### src/rtl/trap_sequencer_if.sv
// trap_sequencer_if: execute/CSR-file/fetch signals seen by the trap sequencer.
// The slave side is the sequencer; the master side drives requests and CSR values.
interface trap_sequencer_if;
   logic        i_TrapRequest;
   logic [2:0]  i_ExceptionSource;
   logic [31:0] i_TrapPc;
   logic [31:0] i_TrapValue;
   logic        i_MretRequest;
   logic [31:0] i_Mtvec;
   logic [31:0] i_Mepc;
   logic        i_CsrStall;
   logic        o_Busy;
   logic        o_CsrWriteEnable;
   logic [11:0] o_CsrNumber;
   logic [31:0] o_CsrWriteData;
   logic        o_Redirect;
   logic [31:0] o_RedirectPc;
   modport slave (
      input  i_TrapRequest, i_ExceptionSource, i_TrapPc, i_TrapValue,
      input  i_MretRequest, i_Mtvec, i_Mepc, i_CsrStall,
      output o_Busy, o_CsrWriteEnable, o_CsrNumber, o_CsrWriteData,
      output o_Redirect, o_RedirectPc
   );
   modport master (
      output i_TrapRequest, i_ExceptionSource, i_TrapPc, i_TrapValue,
      output i_MretRequest, i_Mtvec, i_Mepc, i_CsrStall,
      input  o_Busy, o_CsrWriteEnable, o_CsrNumber, o_CsrWriteData,
      input  o_Redirect, o_RedirectPc
   );
endinterface

### src/rtl/trap_sequencer.sv
// trap_sequencer: machine-mode trap entry (mepc/mcause/mtval writes, then mtvec redirect) and MRET exit.
module trap_sequencer #(
   parameter logic [31:0] RESET_PC = 32'h0000_0000
) (
   input logic             i_Clock,
   input logic             i_Reset,
   trap_sequencer_if.slave bus
);
   typedef enum logic [2:0] {IDLE, WR_EPC, WR_CAUSE, WR_TVAL, REDIRECT_TRAP, REDIRECT_MRET} state_t;
   state_t      state_q, state_d;
   logic [31:0] pc_q, pc_d, tval_q, tval_d;
   logic [3:0]  cause_q, cause_d, cause_map;
   logic        take_trap;
   assign take_trap = bus.i_TrapRequest && (bus.i_ExceptionSource != 3'd0);
   // Reserved source 7 falls into the illegal-instruction code.
   assign cause_map = (bus.i_ExceptionSource == 3'd2) ? 4'd2  :
                      (bus.i_ExceptionSource == 3'd3) ? 4'd3  :
                      (bus.i_ExceptionSource == 3'd4) ? 4'd4  :
                      (bus.i_ExceptionSource == 3'd5) ? 4'd6  :
                      (bus.i_ExceptionSource == 3'd6) ? 4'd11 :
                      (bus.i_ExceptionSource == 3'd7) ? 4'd2  : 4'd0;
   always_ff @(posedge i_Clock or posedge i_Reset)
      if (i_Reset) begin
         state_q <= IDLE;
         pc_q    <= '0;
         cause_q <= '0;
         tval_q  <= '0;
      end else begin
         state_q <= state_d;
         pc_q    <= pc_d;
         cause_q <= cause_d;
         tval_q  <= tval_d;
      end
   always_comb begin
      state_d = state_q;
      pc_d    = pc_q;
      cause_d = cause_q;
      tval_d  = tval_q;
      case (state_q)
         IDLE:
            if (take_trap) begin
               state_d = WR_EPC;
               pc_d    = {bus.i_TrapPc[31:2], 2'b00};
               cause_d = cause_map;
               tval_d  = (bus.i_ExceptionSource == 3'd6) ? 32'd0 : bus.i_TrapValue;
            end else if (bus.i_MretRequest) state_d = REDIRECT_MRET;
         WR_EPC:   state_d = bus.i_CsrStall ? WR_EPC   : WR_CAUSE;
         WR_CAUSE: state_d = bus.i_CsrStall ? WR_CAUSE : WR_TVAL;
         WR_TVAL:  state_d = bus.i_CsrStall ? WR_TVAL  : REDIRECT_TRAP;
         default:  state_d = IDLE;
      endcase
   end
   assign bus.o_Busy           = state_q != IDLE;
   assign bus.o_CsrWriteEnable = state_q inside {WR_EPC, WR_CAUSE, WR_TVAL};
   assign bus.o_CsrNumber      = (state_q == WR_EPC)   ? 12'h341 :
                                 (state_q == WR_CAUSE) ? 12'h342 :
                                 (state_q == WR_TVAL)  ? 12'h343 : 12'h000;
   assign bus.o_CsrWriteData   = (state_q == WR_EPC)   ? pc_q             :
                                 (state_q == WR_CAUSE) ? {28'd0, cause_q} :
                                 (state_q == WR_TVAL)  ? tval_q           : 32'd0;
   assign bus.o_Redirect       = state_q inside {REDIRECT_TRAP, REDIRECT_MRET};
   assign bus.o_RedirectPc     = (state_q == REDIRECT_TRAP) ? {bus.i_Mtvec[31:2], 2'b00} :
                                 (state_q == REDIRECT_MRET) ? {bus.i_Mepc[31:2], 2'b00}  : RESET_PC;
endmodule

### src/flat_wrapper.sv
// flat-port wrapper written by rule: the top's interface ports become plain ports
module trap_sequencer_flat 
#(
   parameter logic [31:0] RESET_PC = 32'h0000_0000
)
  (i_Clock, i_Reset, bus_i_TrapRequest, bus_i_ExceptionSource, bus_i_TrapPc, bus_i_TrapValue, bus_i_MretRequest, bus_i_Mtvec, bus_i_Mepc, bus_i_CsrStall, bus_o_Busy, bus_o_CsrWriteEnable, bus_o_CsrNumber, bus_o_CsrWriteData, bus_o_Redirect, bus_o_RedirectPc);
  trap_sequencer_if bus_i ();
  input logic i_Clock;
  input logic i_Reset;
  input wire logic [$bits(bus_i.i_TrapRequest)-1:0] bus_i_TrapRequest;
  input wire logic [$bits(bus_i.i_ExceptionSource)-1:0] bus_i_ExceptionSource;
  input wire logic [$bits(bus_i.i_TrapPc)-1:0] bus_i_TrapPc;
  input wire logic [$bits(bus_i.i_TrapValue)-1:0] bus_i_TrapValue;
  input wire logic [$bits(bus_i.i_MretRequest)-1:0] bus_i_MretRequest;
  input wire logic [$bits(bus_i.i_Mtvec)-1:0] bus_i_Mtvec;
  input wire logic [$bits(bus_i.i_Mepc)-1:0] bus_i_Mepc;
  input wire logic [$bits(bus_i.i_CsrStall)-1:0] bus_i_CsrStall;
  output wire logic [$bits(bus_i.o_Busy)-1:0] bus_o_Busy;
  output wire logic [$bits(bus_i.o_CsrWriteEnable)-1:0] bus_o_CsrWriteEnable;
  output wire logic [$bits(bus_i.o_CsrNumber)-1:0] bus_o_CsrNumber;
  output wire logic [$bits(bus_i.o_CsrWriteData)-1:0] bus_o_CsrWriteData;
  output wire logic [$bits(bus_i.o_Redirect)-1:0] bus_o_Redirect;
  output wire logic [$bits(bus_i.o_RedirectPc)-1:0] bus_o_RedirectPc;
  assign bus_i.i_TrapRequest = bus_i_TrapRequest;
  assign bus_i.i_ExceptionSource = bus_i_ExceptionSource;
  assign bus_i.i_TrapPc = bus_i_TrapPc;
  assign bus_i.i_TrapValue = bus_i_TrapValue;
  assign bus_i.i_MretRequest = bus_i_MretRequest;
  assign bus_i.i_Mtvec = bus_i_Mtvec;
  assign bus_i.i_Mepc = bus_i_Mepc;
  assign bus_i.i_CsrStall = bus_i_CsrStall;
  assign bus_o_Busy = bus_i.o_Busy;
  assign bus_o_CsrWriteEnable = bus_i.o_CsrWriteEnable;
  assign bus_o_CsrNumber = bus_i.o_CsrNumber;
  assign bus_o_CsrWriteData = bus_i.o_CsrWriteData;
  assign bus_o_Redirect = bus_i.o_Redirect;
  assign bus_o_RedirectPc = bus_i.o_RedirectPc;
  trap_sequencer #(.RESET_PC(RESET_PC)) u_core (.i_Clock(i_Clock), .i_Reset(i_Reset), .bus(bus_i));
endmodule
### config.mk
export PLATFORM = sky130hd
export DESIGN_NAME = trap_sequencer_flat
export DESIGN_NICKNAME = d
export VERILOG_FILES = /design/src/rtl/trap_sequencer_if.sv /design/src/rtl/trap_sequencer.sv /design/src/flat_wrapper.sv
export SDC_FILE = /design/constraint.sdc
export NUM_CORES = 1
export LEC_CHECK = 0
export ABC_CLOCK_PERIOD_IN_PS = 2500
export CAP_MARGIN = 0
export CORE_MARGIN = 1
export CORE_UTILIZATION = 30
export CTS_BUF_LIST = sky130_fd_sc_hd__clkbuf_4 sky130_fd_sc_hd__clkbuf_8
export CTS_CLUSTER_DIAMETER = 60
export DETAILED_ROUTE_END_ITERATION = 16
export GPL_TIMING_DRIVEN = 0
export PLACE_DENSITY = 0.69
export RECOVER_POWER = 25
export SYNTH_ARGS = -nofsm -noshare
export SYNTH_HDL_FRONTEND = slang
export SYNTH_SLANG_ARGS = --single-unit
### constraint.sdc
create_clock -name i_Clock -period 2.5 [get_ports i_Clock]
set_clock_uncertainty 0.2 [all_clocks]
set_input_delay 0.5 -clock i_Clock [delete_from_list [all_inputs] [get_ports i_Clock]]
set_output_delay 0.5 -clock i_Clock [all_outputs]
set_load 0.005 [all_outputs]
* Word-level counts from Yosys, hierarchy flattened *
Cells that the tools add are included.

storage, ports and cells
  output and inout bits = 79
  register bits after elaboration = 69

cells by class
  mux-type cells = 21
  eq/ne operators = 12
  reduce and logical (&&, ||, !) cells = 7

operators with widths
  operator              number
  $mux W32              6
  $mux W12              2
  $mux W4               5
  $eq A3 B3 Y1 const B  6
  $eq A3 B2 Y1 const B  4
  $pmux W3 S4           1
  $mux W10              1
  $mux W3               3
  $reduce_bool A3 Y1    3
  $mux W2               2
  $eq A3 B1 Y1 const B  1
  $logic_not A3 Y1      1
  $ne A3 B2 Y1 const B  1
  $reduce_and A2 Y1     1
  $reduce_bool A2 Y1    1
  $logic_and A1 B1 Y1   1
  $mux W1               1

* Depth between registers and ports, before layout *
Gate-level depths: netlist of the first run.

  word-level depth = 7
  gate-level depth with buffers = 6

* Least setup slack after synthesis of the first run *
No wires, ideal clock.

  kind = register to output
  start point = register u_core.state_q[1]
  end point = output bus_o_CsrWriteData[11]
  stages on the path, launching flop included = 7
  path buffers = 3
  arrival = 1365 ps
  path slack = 435 ps
  path through = dfrtp_1 > buf_2 > nor2b_1 > nor2b_1 > buf_2 > buf_4 > a22o_1

between the ends
  cells in the longest elaborated chain, start to end = 4
  elaborated cells on any way between the ends = 6
  classes of those cells = 3 x eq/ne; 3 x mux

RTL lines
  element                 line                  RTL
  from (decl)             trap_sequencer.sv:10  state_t state_q, state_d;
  from (signal assigned)  trap_sequencer.sv:29  state_q <= state_d;
  $eq A3 B2 Y1            trap_sequencer.sv:60  (state_q == WR_TVAL) ? tval_q : 32'd0;
  $mux W32                trap_sequencer.sv:60
  $mux W32                trap_sequencer.sv:59  (state_q == WR_CAUSE) ? {28'd0, cause_q} :
  $mux W32 (*)            trap_sequencer.sv:58  assign bus.o_CsrWriteData = (state_q == WR_EPC) ? pc_q :
  to (decl)               flat_wrapper.sv:21    output wire logic [$bits(bus_i.o_CsrWriteData)-1:0] bus_o_CsrWriteData;

Every way passes the cells marked *; elsewhere a longest branch is shown, timed or not.

* Final worst setup path of the first run *
  start point = register u_core.state_q[2]
  end point = output bus_o_RedirectPc[13]

between the ends
  cells in the longest elaborated chain, start to end = 3
  elaborated cells on any way between the ends = 4
  classes of those cells = 2 x eq/ne; 2 x mux

RTL lines
  element       line                  RTL
  $eq A3 B3 Y1  trap_sequencer.sv:63  (state_q == REDIRECT_MRET) ? {bus.i_Mepc[31:2], 2'b00} : RESET_PC;
  $mux W32      trap_sequencer.sv:63
  $mux W32 (*)  trap_sequencer.sv:62  assign bus.o_RedirectPc = (state_q == REDIRECT_TRAP) ? {bus.i_Mtvec[31:2], 2'b00} :
  to (decl)     flat_wrapper.sv:23    output wire logic [$bits(bus_i.o_RedirectPc)-1:0] bus_o_RedirectPc;

Marks and branches as above.

==> results of run 1 <==
## layout by cell type, fill, tap and decap left out, drive strengths merged, types with 2 or more instances in the layout
| cell | count |
|---|---|
| nand2 | 3 |
| and2 | 3 |
| dlygate4sd2 | 6 |
| conb | 9 |
| clkdlybuf4s50 | 131 |
| mux2 | 33 |
| dlymetal6s2s | 3 |
| dfrtp | 69 |
| a22o | 58 |
| buf | 87 |
| clkbuf | 52 |
| mux2i | 3 |
| and4 | 32 |
| a22oi | 2 |
| a21oi | 5 |
| a21o | 32 |
| inv | 4 |
| nor2 | 8 |
| nor2b | 6 |
| bufinv | 5 |
## power breakdown
part | switching (mW) | leakage, nW | internal (mW) | total (mW)
combinational | 1.48 | 2.19 | 2.12 | 3.60
clock | 0.427 | 0.143 | 0.892 | 1.32
sequential | 0.302 | 0.845 | 1.65 | 1.95
total | 2.21 | 3.18 | 4.67 | 6.87
## layer usage
layer  vias up  track usage  share of wire
met5         -            0              0
li1       1672            -              -
met2       151        0.416           0.52
met3        20       0.0572          0.072
met4         0       0.0738          0.028
met1      1761        0.232           0.38
## registers in the layout (all words and copies together), names as in the netlist
| signal | count |
|---|---|
| u_core.cause_q | 4 |
| u_core.pc_q | 30 |
| u_core.tval_q | 32 |
| u_core.state_q | 3 |
## worst max path at each step
stage / startpoint / end / slack [ns] / cells past startpoint
3_5_place_dp: u_core.state_q[1] / bus_o_CsrWriteData[30] / -0.36 / 7
2_1_floorplan: i_Reset / u_core.cause_q[0] / 0.06 / 1
4_1_cts: u_core.state_q[1] / bus_o_CsrWriteData[15] / -0.21 / 8
5_1_grt: u_core.state_q[1] / bus_o_CsrWriteData[13] / -0.04 / 7
3_3_place_gp: i_Reset / u_core.tval_q[7] / -1.09 / 2
6_report: u_core.state_q[2] / bus_o_RedirectPc[13] / 0.05 / 6
## layout make-up
class                   instances  area share
repair buffers                229       0.325
clock buffers                  10      0.0214
inverters                       4     0.00234
clock inverters                 6      0.0246
multi-input cells             205       0.272
plain buffers                  41      0.0573
well taps                     147      0.0286
flip-flops and latches         69       0.269
## logic make-up after synthesis
| group | synth area share |
|---|---|
| buf+inv | 0.0753 |
| other cells | 0.00102 |
| simple gates | 0.116 |
| compound gates | 0.223 |
| flops | 0.470 |
| mux | 0.109 |
| xor+xnor | 0.00477 |
## per-stage QoR
step	worst slack [ns]	total power [mW]	area [sq um]
floorplan	0.0601	3.56	3700
global placement	-1.09	5.09	5880
detailed placement	-0.357	5.16	5880
CTS	-0.211	6.80	6420
global route	-0.0399	7.28	6420
finish	0.0535	6.87	6420
## timing repair
item                                    in CTS  in global routing
gates resized for setup                    201                 70
setup buffers                               20                  3
hold buffers                                 0                  0
cloned                                       2                  5
pin swaps                                   10                 10
endpoints found under the setup margin      65                 59
==> run summary, run 1 <==
Status: finished clean
Vias in the first global route: 3667
Ys async rst share: 1.00
WL per Instance: 19.8 um
Max VDD drop: 447 uV
CP Launch Type: flop
Clock transition at path regs: 0.08 ns
Crit-path max FO: 5
PD cells: 1070 mW/mm^2
Slowest-stage cell, CP: dfrtp_2
# rows: 40
Die area: 0.0127 sq mm
Max Cap Viol: 0
N_diodes: 0
EDFF count, synth: 0
Drt total wl: 14100 um
Initial DRC Count: 132
Final Setup Violations: 0
Worst slew pin tran: 1.46 ns
Total I/O pin count: 215
DP Wirelength: 9990 um
CTS Sinks: 69
CTS root buf: clkbuf_8
Worst Reg-to-Reg Cells: 8
Cell count after synthesis: 312
First-pass GRT wire length: 20600 um
Fmax achieved: 409 MHz
FF-to-FF Start: u_core.state_q[0]
Util after Layout: 0.537
Filler cells: 1070
Top cells by area, synth: dfrtp_1, a22o_1, mux2_2
GPL Wtd Cong: 0.894
Synth Cell Area: 0.00367 sq mm
RSZ-0062 raised after global routing: true
Final ANT Viol Nets: 0
Post-Layout Cell Count: 711
Area of the multi-input gates: 0.00175 sq mm
Clock period minus worst slack: 2.45 ns
Synth cell count leaders: dfrtp_1, a22o_1, mux2_2
Crit path DAT: 1.75 ns
Total gr overflow: 0
Vert. Die Dim: 113 um
Worst Hold Path EP: u_core.tval_q[3]
Synth Flop Type: dfrtp_1
Placed cells: 666
All-Layer GR Usage: 0.219
Reg-to-reg endpoint: u_core.pc_q[6]
Pleak: 3.18 nW
Cell taking the most area after synthesis: dfrtp_1
Slew margin rel.: 0.0253
Crit-path cells: buf_4 > and2_4 > buf_6 > clkbuf_16 > a22o_1 > buf_2
Nets@finish: 695
Seq cells post-synth: 69
Seq/Total Area, Yosys: 0.470
Clock Latency Late Sink: 0.34 ns
Req. time, crit path: 1.80 ns
Largest net degree at the start of global routing: 70
Area added between synthesis and finish: 74.8%
Initial antenna violation count: 0
Drt via density: 5.07
Detailed Routing Iterations Pass 1: 6
Post-route setup TNS: 0 ns
Fin crit share: 0.979
Sequential cell area: 0.00173 sq mm
Port bufs: 199
Setup CP Type: reg -> out
Core area: 0.0120 sq mm
Vias: 3604
Synth cell types: 30
CP Capture Type: output pin
Top-count cell post-synth: dfrtp_1
Reg-to-reg setup timing slack: 0.41 ns
Avg Inst Size Synth: 11.8 sq um
Hold Path Depth: 1
Buf+Inv Stages, Crit Path: 4
Synth top area share: 0.470
CTS tree: built
DRC: 0
Hold_sp: u_core.tval_q[3]
Worst hold margin: 0.275 ns
Hold Vio Cnt, Final: 0
Max Root-Sink Buffers: 2
Die W: 113 um
CTS buffer count: 9
Starting Density: 0.307
Fraction of layout cells with a size suffix above 1: 0.326
Yosys warns: 0
Final Max Slew Viols: 0
Max incr delay on CP: 0.43 ns
HP Class: reg -> reg
Largest delay share family, worst path: buffers and inverters
H-Tree Depth: 3
(Power assumes the default switching activity.)
==> inputs of run 2 (changes only) <==
--- a/config.mk
+++ b/config.mk
@@ -7,13 +7,13 @@
 export LEC_CHECK = 0
 export ABC_CLOCK_PERIOD_IN_PS = 2500
 export CAP_MARGIN = 0
-export CORE_MARGIN = 1
-export CORE_UTILIZATION = 30
+export CORE_MARGIN = 2
+export CORE_UTILIZATION = 35
 export CTS_BUF_LIST = sky130_fd_sc_hd__clkbuf_4 sky130_fd_sc_hd__clkbuf_8
 export CTS_CLUSTER_DIAMETER = 60
 export DETAILED_ROUTE_END_ITERATION = 16
 export GPL_TIMING_DRIVEN = 0
-export PLACE_DENSITY = 0.69
+export PLACE_DENSITY = 0.78
 export RECOVER_POWER = 25
 export SYNTH_ARGS = -nofsm -noshare
 export SYNTH_HDL_FRONTEND = slang
==> run 2 against run 1 <==
Sequential share of layout area is 0.22 points higher. Register-to-register slack worse by 0.14 ns. Critical endpoint is now bus_o_RedirectPc[9]. Non-clock buffer count is 7 higher. Cell area is 0.74% lower. Combinational power is 3% higher. The run now ends with setup timing left. Total power is 4.2% lower. Routed wire length is 0.14% lower. Die area is 11% lower.
==> run summary, run 2 (synthesis gave the netlist of run 1 again) <==
Status: finished, violations left
Failing checks: setup timing
Setup CP Type: reg -> out
Die area: 0.0113 sq mm
Clock period minus worst slack: 2.51 ns
Max VDD drop: 598 uV
GPL Wtd Cong: 0.834
CP Capture Type: output pin
Clock Latency Late Sink: 0.34 ns
Final Max Slew Viols: 0
Clock Power Share: 0.140
Fmax achieved: 399 MHz
Die W: 106 um
Starting Density: 0.357
Final ANT Viol Nets: 0
Fin crit share: 1.00
N_diodes: 0
Reg-to-reg endpoint: u_core.pc_q[7]
Drt via density: 5.22
All-Layer GR Usage: 0.240
Area added between synthesis and finish: 73.5%
Most numerous cell on the critical path: buf_6
Total I/O pin count: 215
CTS tree: built
Drt total wl: 14100 um
CTS buffer count: 9
PnR Total Power: 6.58 mW
Worst slew pin tran: 1.44 ns
Post-route setup TNS: -0.00673 ns
Hold Path Depth: 1
Max Root-Sink Buffers: 2
Hold_buf cts: 0
Largest register by flop count: u_core.tval_q
Regs by FF count: u_core.tval_q (32), u_core.pc_q (30), u_core.cause_q (4)
Hold_sp: u_core.tval_q[8]
Detailed Routing Iterations Pass 1: 4
Placed cells: 655
Largest net degree at the start of global routing: 70
Max reg flops: 32
WL per Instance: 19.9 um
HP Class: reg -> reg
Worst setup margin: -0.00673 ns
Hold Vio Cnt, Final: 0
PD cells: 1030 mW/mm^2
Placed Area: 0.00587 sq mm
RSZ-0062 raised after global routing: true
Post-Layout Cell Count: 707
CTS root buf: clkbuf_8
Pleak: 3.15 nW
DP Wirelength: 10300 um
First-pass GRT wire length: 20700 um
Total gr overflow: 0
DRC: 0
CTS Sinks: 69
Slew margin rel.: 0.0419
Design Area, Final: 0.00637 sq mm
# rows: 37
Vias in the first global route: 3864
Initial antenna violation count: 0
Fraction of layout cells with a size suffix above 1: 0.329
Most frequent cells in the layout: clkdlybuf4s50_1, dfrtp_1, a22o_1
Vias: 3694
Crit-path cells: buf_6 > nor2_4 > and2_4 > buf_6 > clkbuf_16 > a22o_1 > buf_2
FF-to-FF Start: u_core.state_q[1]
Clock transition at path regs: 0.08 ns
Worst Reg-to-Reg Cells: 10
Reg-to-reg setup timing slack: 0.27 ns
Req. time, crit path: 1.80 ns
Core area: 0.0103 sq mm
Switch share: 0.344
Vert. Die Dim: 106 um
Max incr delay on CP: 0.44 ns
Slowest-stage cell, CP: dfrtp_2
Seq pwr share: 0.300
Initial DRC Count: 216
Max Cap Viol: 0
Part of the power in combinational logic: 0.560
Nets@finish: 702
Worst hold margin: 0.282 ns
Worst Hold Path EP: u_core.tval_q[8]
Crit path DAT: 1.81 ns
CP Launch Type: flop
Sw Pwr: 2.26 mW
Internal power: 4.32 mW
Port bufs: 199
Final Setup Violations: 1
H-Tree Depth: 3
Crit-path max FO: 5
Most common cell after layout, fill and taps aside: clkdlybuf4s50_1
==> run 2: cell types whose count changed in the layout (fill, tap and decap cells not counted), moves of 4 or more <==
| cell | delta |
|---|---|
| clkbuf_2 | -22 |
| buf_2 | +14 |
| buf_6 | +11 |
| buf_12 | +4 |
| bufinv_16 | -4 |
| clkdlybuf4s50_1 | +4 |
| dlygate4sd2_1 | +4 |
==> run 2: area by class of cell <==
| class | instances | area, sq um |
|---|---|---|
| inverters | 4 | 15.0 |
| flip-flops and latches | 69 | 1730 |
| plain buffers | 41 | 357 |
| multi-input cells | 205 | 1750 |
| clock inverters | 7 | 75.1 |
| repair buffers | 236 | 2150 |
| fillers | 852 | 3900 |
| well taps | 136 | 170 |
| clock buffers | 9 | 124 |
==> run 2: worst max-delay path by stage <==
stage | start | end | slack, ns
after floorplan | i_Reset | u_core.cause_q[0] | 0.06
after global placement | i_Reset | u_core.pc_q[4] | -1.09
after detailed placement | u_core.state_q[1] | bus_o_CsrWriteData[20] | -0.39
after CTS | u_core.state_q[1] | bus_o_CsrWriteData[23] | -0.12
after global routing | u_core.state_q[1] | bus_o_CsrWriteData[11] | -0.08
final | u_core.state_q[0] | bus_o_RedirectPc[9] | -0.007
==> run 2: timing repair <==
item | 4_1_cts | 5_1_grt
pin swaps | 21 | 15
gates cloned | 1 | 3
buffers inserted | 30 | 5
setup endpoints to repair | 66 | 59
resized for setup | 260 | 25
==> run 2: routing by layer <==
layer | vias up | GRT usage | share of wire
met2 | 193 | 0.451 | 0.52
li1 | 1675 | - | -
met3 | 37 | 0.0742 | 0.10
met1 | 1789 | 0.241 | 0.33
met4 | 0 | 0.105 | 0.047
met5 | - | 0 | 0
==> run 2: through the flow <==
step | utilization | setup WS [ns]
2_1_floorplan | - | 0.0601
3_3_place_gp | 0.571 | -1.09
3_5_place_dp | 0.571 | -0.392
4_1_cts | 0.616 | -0.124
5_1_grt | 0.620 | -0.0756
6_report | 0.620 | -0.00673
==> run 2: worst max-delay path: cells and delay by family, from the launching register on <==
family          cells  cell delay [ns]
buf+inv             4             0.55
flops               1             0.44
simple gates        2             0.32
compound gates      1             0.15
==> run 2: power by group through the flow <==
stage | clock (mW) | sequential [mW] | combinational, mW
floorplan | 0 | 1.87 | 1.69
global placement | 0 | 1.95 | 3.13
detailed placement | 0 | 1.99 | 3.20
CTS | 0.937 | 1.97 | 3.66
global route | 0.994 | 2.03 | 3.96
finish | 0.924 | 1.97 | 3.69
==> inputs of run 3 (changes only) <==
--- a/config.mk
+++ b/config.mk
@@ -8,13 +8,14 @@
 export ABC_CLOCK_PERIOD_IN_PS = 2500
 export CAP_MARGIN = 0
 export CORE_MARGIN = 2
-export CORE_UTILIZATION = 35
+export CORE_UTILIZATION = 43
 export CTS_BUF_LIST = sky130_fd_sc_hd__clkbuf_4 sky130_fd_sc_hd__clkbuf_8
 export CTS_CLUSTER_DIAMETER = 60
 export DETAILED_ROUTE_END_ITERATION = 16
+export DONT_BUFFER_PORTS = 1
 export GPL_TIMING_DRIVEN = 0
-export PLACE_DENSITY = 0.78
 export RECOVER_POWER = 25
 export SYNTH_ARGS = -nofsm -noshare
 export SYNTH_HDL_FRONTEND = slang
 export SYNTH_SLANG_ARGS = --single-unit
+export TNS_END_PERCENT = 100
==> run 3 against run 2 <==
Combinational power is 40% lower. Maximum frequency is 3.4% higher. Largest power group unchanged. Via count is 27% lower. Final cell count is 37% lower. Sequential power hardly changed. The run now ends clean. Sequential share of layout area is 15 points higher. Clock power is 2% lower. Routed wire length is 31% lower.
==> run summary, run 3 (synthesis gave the netlist of run 1 again) <==
Status: finished clean
GPL Wtd Cong: 0.846
Most common cell after layout, fill and taps aside: dfrtp_1
Largest register by flop count: u_core.tval_q
Placed cells: 425
Largest net degree at the start of global routing: 70
Fin crit share: 0.969
Pleak: 2.05 nW
Worst setup margin: 0.0764 ns
Most frequent cells in the layout: dfrtp_1, a22o_1, mux2_2
Initial DRC Count: 105
Util after Layout: 0.501
Vert. Die Dim: 96.4 um
Drt total wl: 9750 um
Req. time, crit path: 1.80 ns
Seq pwr share: 0.385
Nets@finish: 469
CTS tree: built
Max VDD drop: 562 uV
CTS root buf: clkbuf_8
Crit path DAT: 1.72 ns
Sw Pwr: 1.81 mW
RSZ-0062 raised after global routing: true
Total I/O pin count: 215
Switch share: 0.357
Slew margin rel.: 0.0512
Drt via density: 6.07
Setup CP Type: reg -> out
First-pass GRT wire length: 14000 um
Detailed Routing Iterations Pass 1: 4
Final ANT Viol Nets: 0
CP Capture Type: output pin
Hold_buf cts: 0
Die area: 0.00930 sq mm
Initial antenna violation count: 1
Starting Density: 0.445
Clock Power Share: 0.178
Internal power: 3.27 mW
Fraction of layout cells with a size suffix above 1: 0.290
Design Area, Final: 0.00414 sq mm
Max Root-Sink Buffers: 2
Slowest-stage cell, CP: dfrtp_2
Post-Layout Cell Count: 444
Part of the power in combinational logic: 0.436
Placed Area: 0.00384 sq mm
Port bufs: 0
PD cells: 1230 mW/mm^2
Final Max Slew Viols: 0
WL per Instance: 22.0 um
Crit-path cells: nand2b_4 > inv_1 > and2_1 > buf_6 > buf_8 > a22o_4
HP Class: in -> reg
All-Layer GR Usage: 0.206
Crit-path max FO: 10
Max incr delay on CP: 0.44 ns
Worst hold margin: 0.102 ns
Buf+Inv Stages, Crit Path: 3
CTS Sinks: 69
Hold Vio Cnt, Final: 0
Clock period minus worst slack: 2.42 ns
# rows: 33
Vias: 2696
Core area: 0.00826 sq mm
DRC: 0
Vias in the first global route: 2608
Final Setup Violations: 0
Worst slew pin tran: 1.42 ns
CP Launch Type: flop
Total gr overflow: 0
Largest delay share family, worst path: flip-flops
DP Worst Slack: 0.0997 ns
Clock Latency Late Sink: 0.33 ns
Area added between synthesis and finish: 12.6%
H-Tree Depth: 3
Max reg flops: 32
Die W: 96.4 um
Max Cap Viol: 0
Fmax achieved: 413 MHz
Clock transition at path regs: 0.08 ns
DP Wirelength: 7240 um
CTS buffer count: 9
Regs by FF count: u_core.tval_q (32), u_core.pc_q (30), u_core.cause_q (4)
-- run 3: cell count changes in the layout (fill, tap and decap cells not counted), sizes merged, moves of 2 or more --
cell and delta:
clkdlybuf4s50 -135, dlygate4sd2 -10, buf -81, clkbuf -5, clkinvlp -3, clkinv +2
-- run 3: power groups by stage --
stage	combinational [mW]	sequential, mW	clock, mW
after global placement	2.05	1.94	0
after floorplan	1.69	1.87	0
final	2.22	1.96	0.906
after detailed placement	2.09	1.96	0
after CTS	2.16	1.94	0.929
after global routing	2.44	2.02	0.972
-- run 3: cell type report --
cell class,instances,area (sq um)
inverter,4,15.0
clock buffer,10,131
timing repair buffer,2,15.0
sequential,69,1730
buffer,42,317
fill,750,4120
multi-input combinational,205,1730
tap,105,131
clock inverter,6,62.6
antenna,1,2.50
-- run 3: per-layer routing --
layer	GRT usage	up-vias	part of all wire
met5	0	-	0
li1	-	1217	-
met3	0.0939	9	0.099
met4	0.0528	0	0.010
met1	0.259	1352	0.42
met2	0.324	118	0.46
-- run 3: what timing repair did --
item,CTS,global route
buffers inserted,0,2
resized for setup,13,20
setup endpoints to repair,58,51
pin swaps,0,0
-- run 3: final timing paths --
kind | startpoint | slack [ns] | depth (start not counted) | end
max in group asynchronous | i_Reset | 0.90 | 1 | u_core.state_q[2]
max reg2reg | u_core.state_q[1] | 0.61 | 5 | u_core.pc_q[2]
max | u_core.state_q[2] | 0.08 | 6 | bus_o_CsrWriteData[22]
min | bus_i_TrapPc[15] | 0.10 | 1 | u_core.pc_q[15]
min in group asynchronous | i_Reset | 0.24 | 1 | u_core.pc_q[25]
min reg2reg | u_core.tval_q[2] | 0.28 | 1 | u_core.tval_q[2]
-- run 3: stage by stage --
stage	TNS, ns	power (mW)
after floorplan	0	3.56
after global placement	-50.90	3.99
after detailed placement	0	4.05
after CTS	-0.0141	5.03
after global routing	-0.00396	5.43
final	0	5.08
-- run 3: worst register-to-register path: stages (launching register included) --
cell and delay (ns):
dfrtp_2 0.45, nor3_4 0.43, nand2_2 0.11, buf_6 0.17
buf_6 0.15, mux2_2 0.27
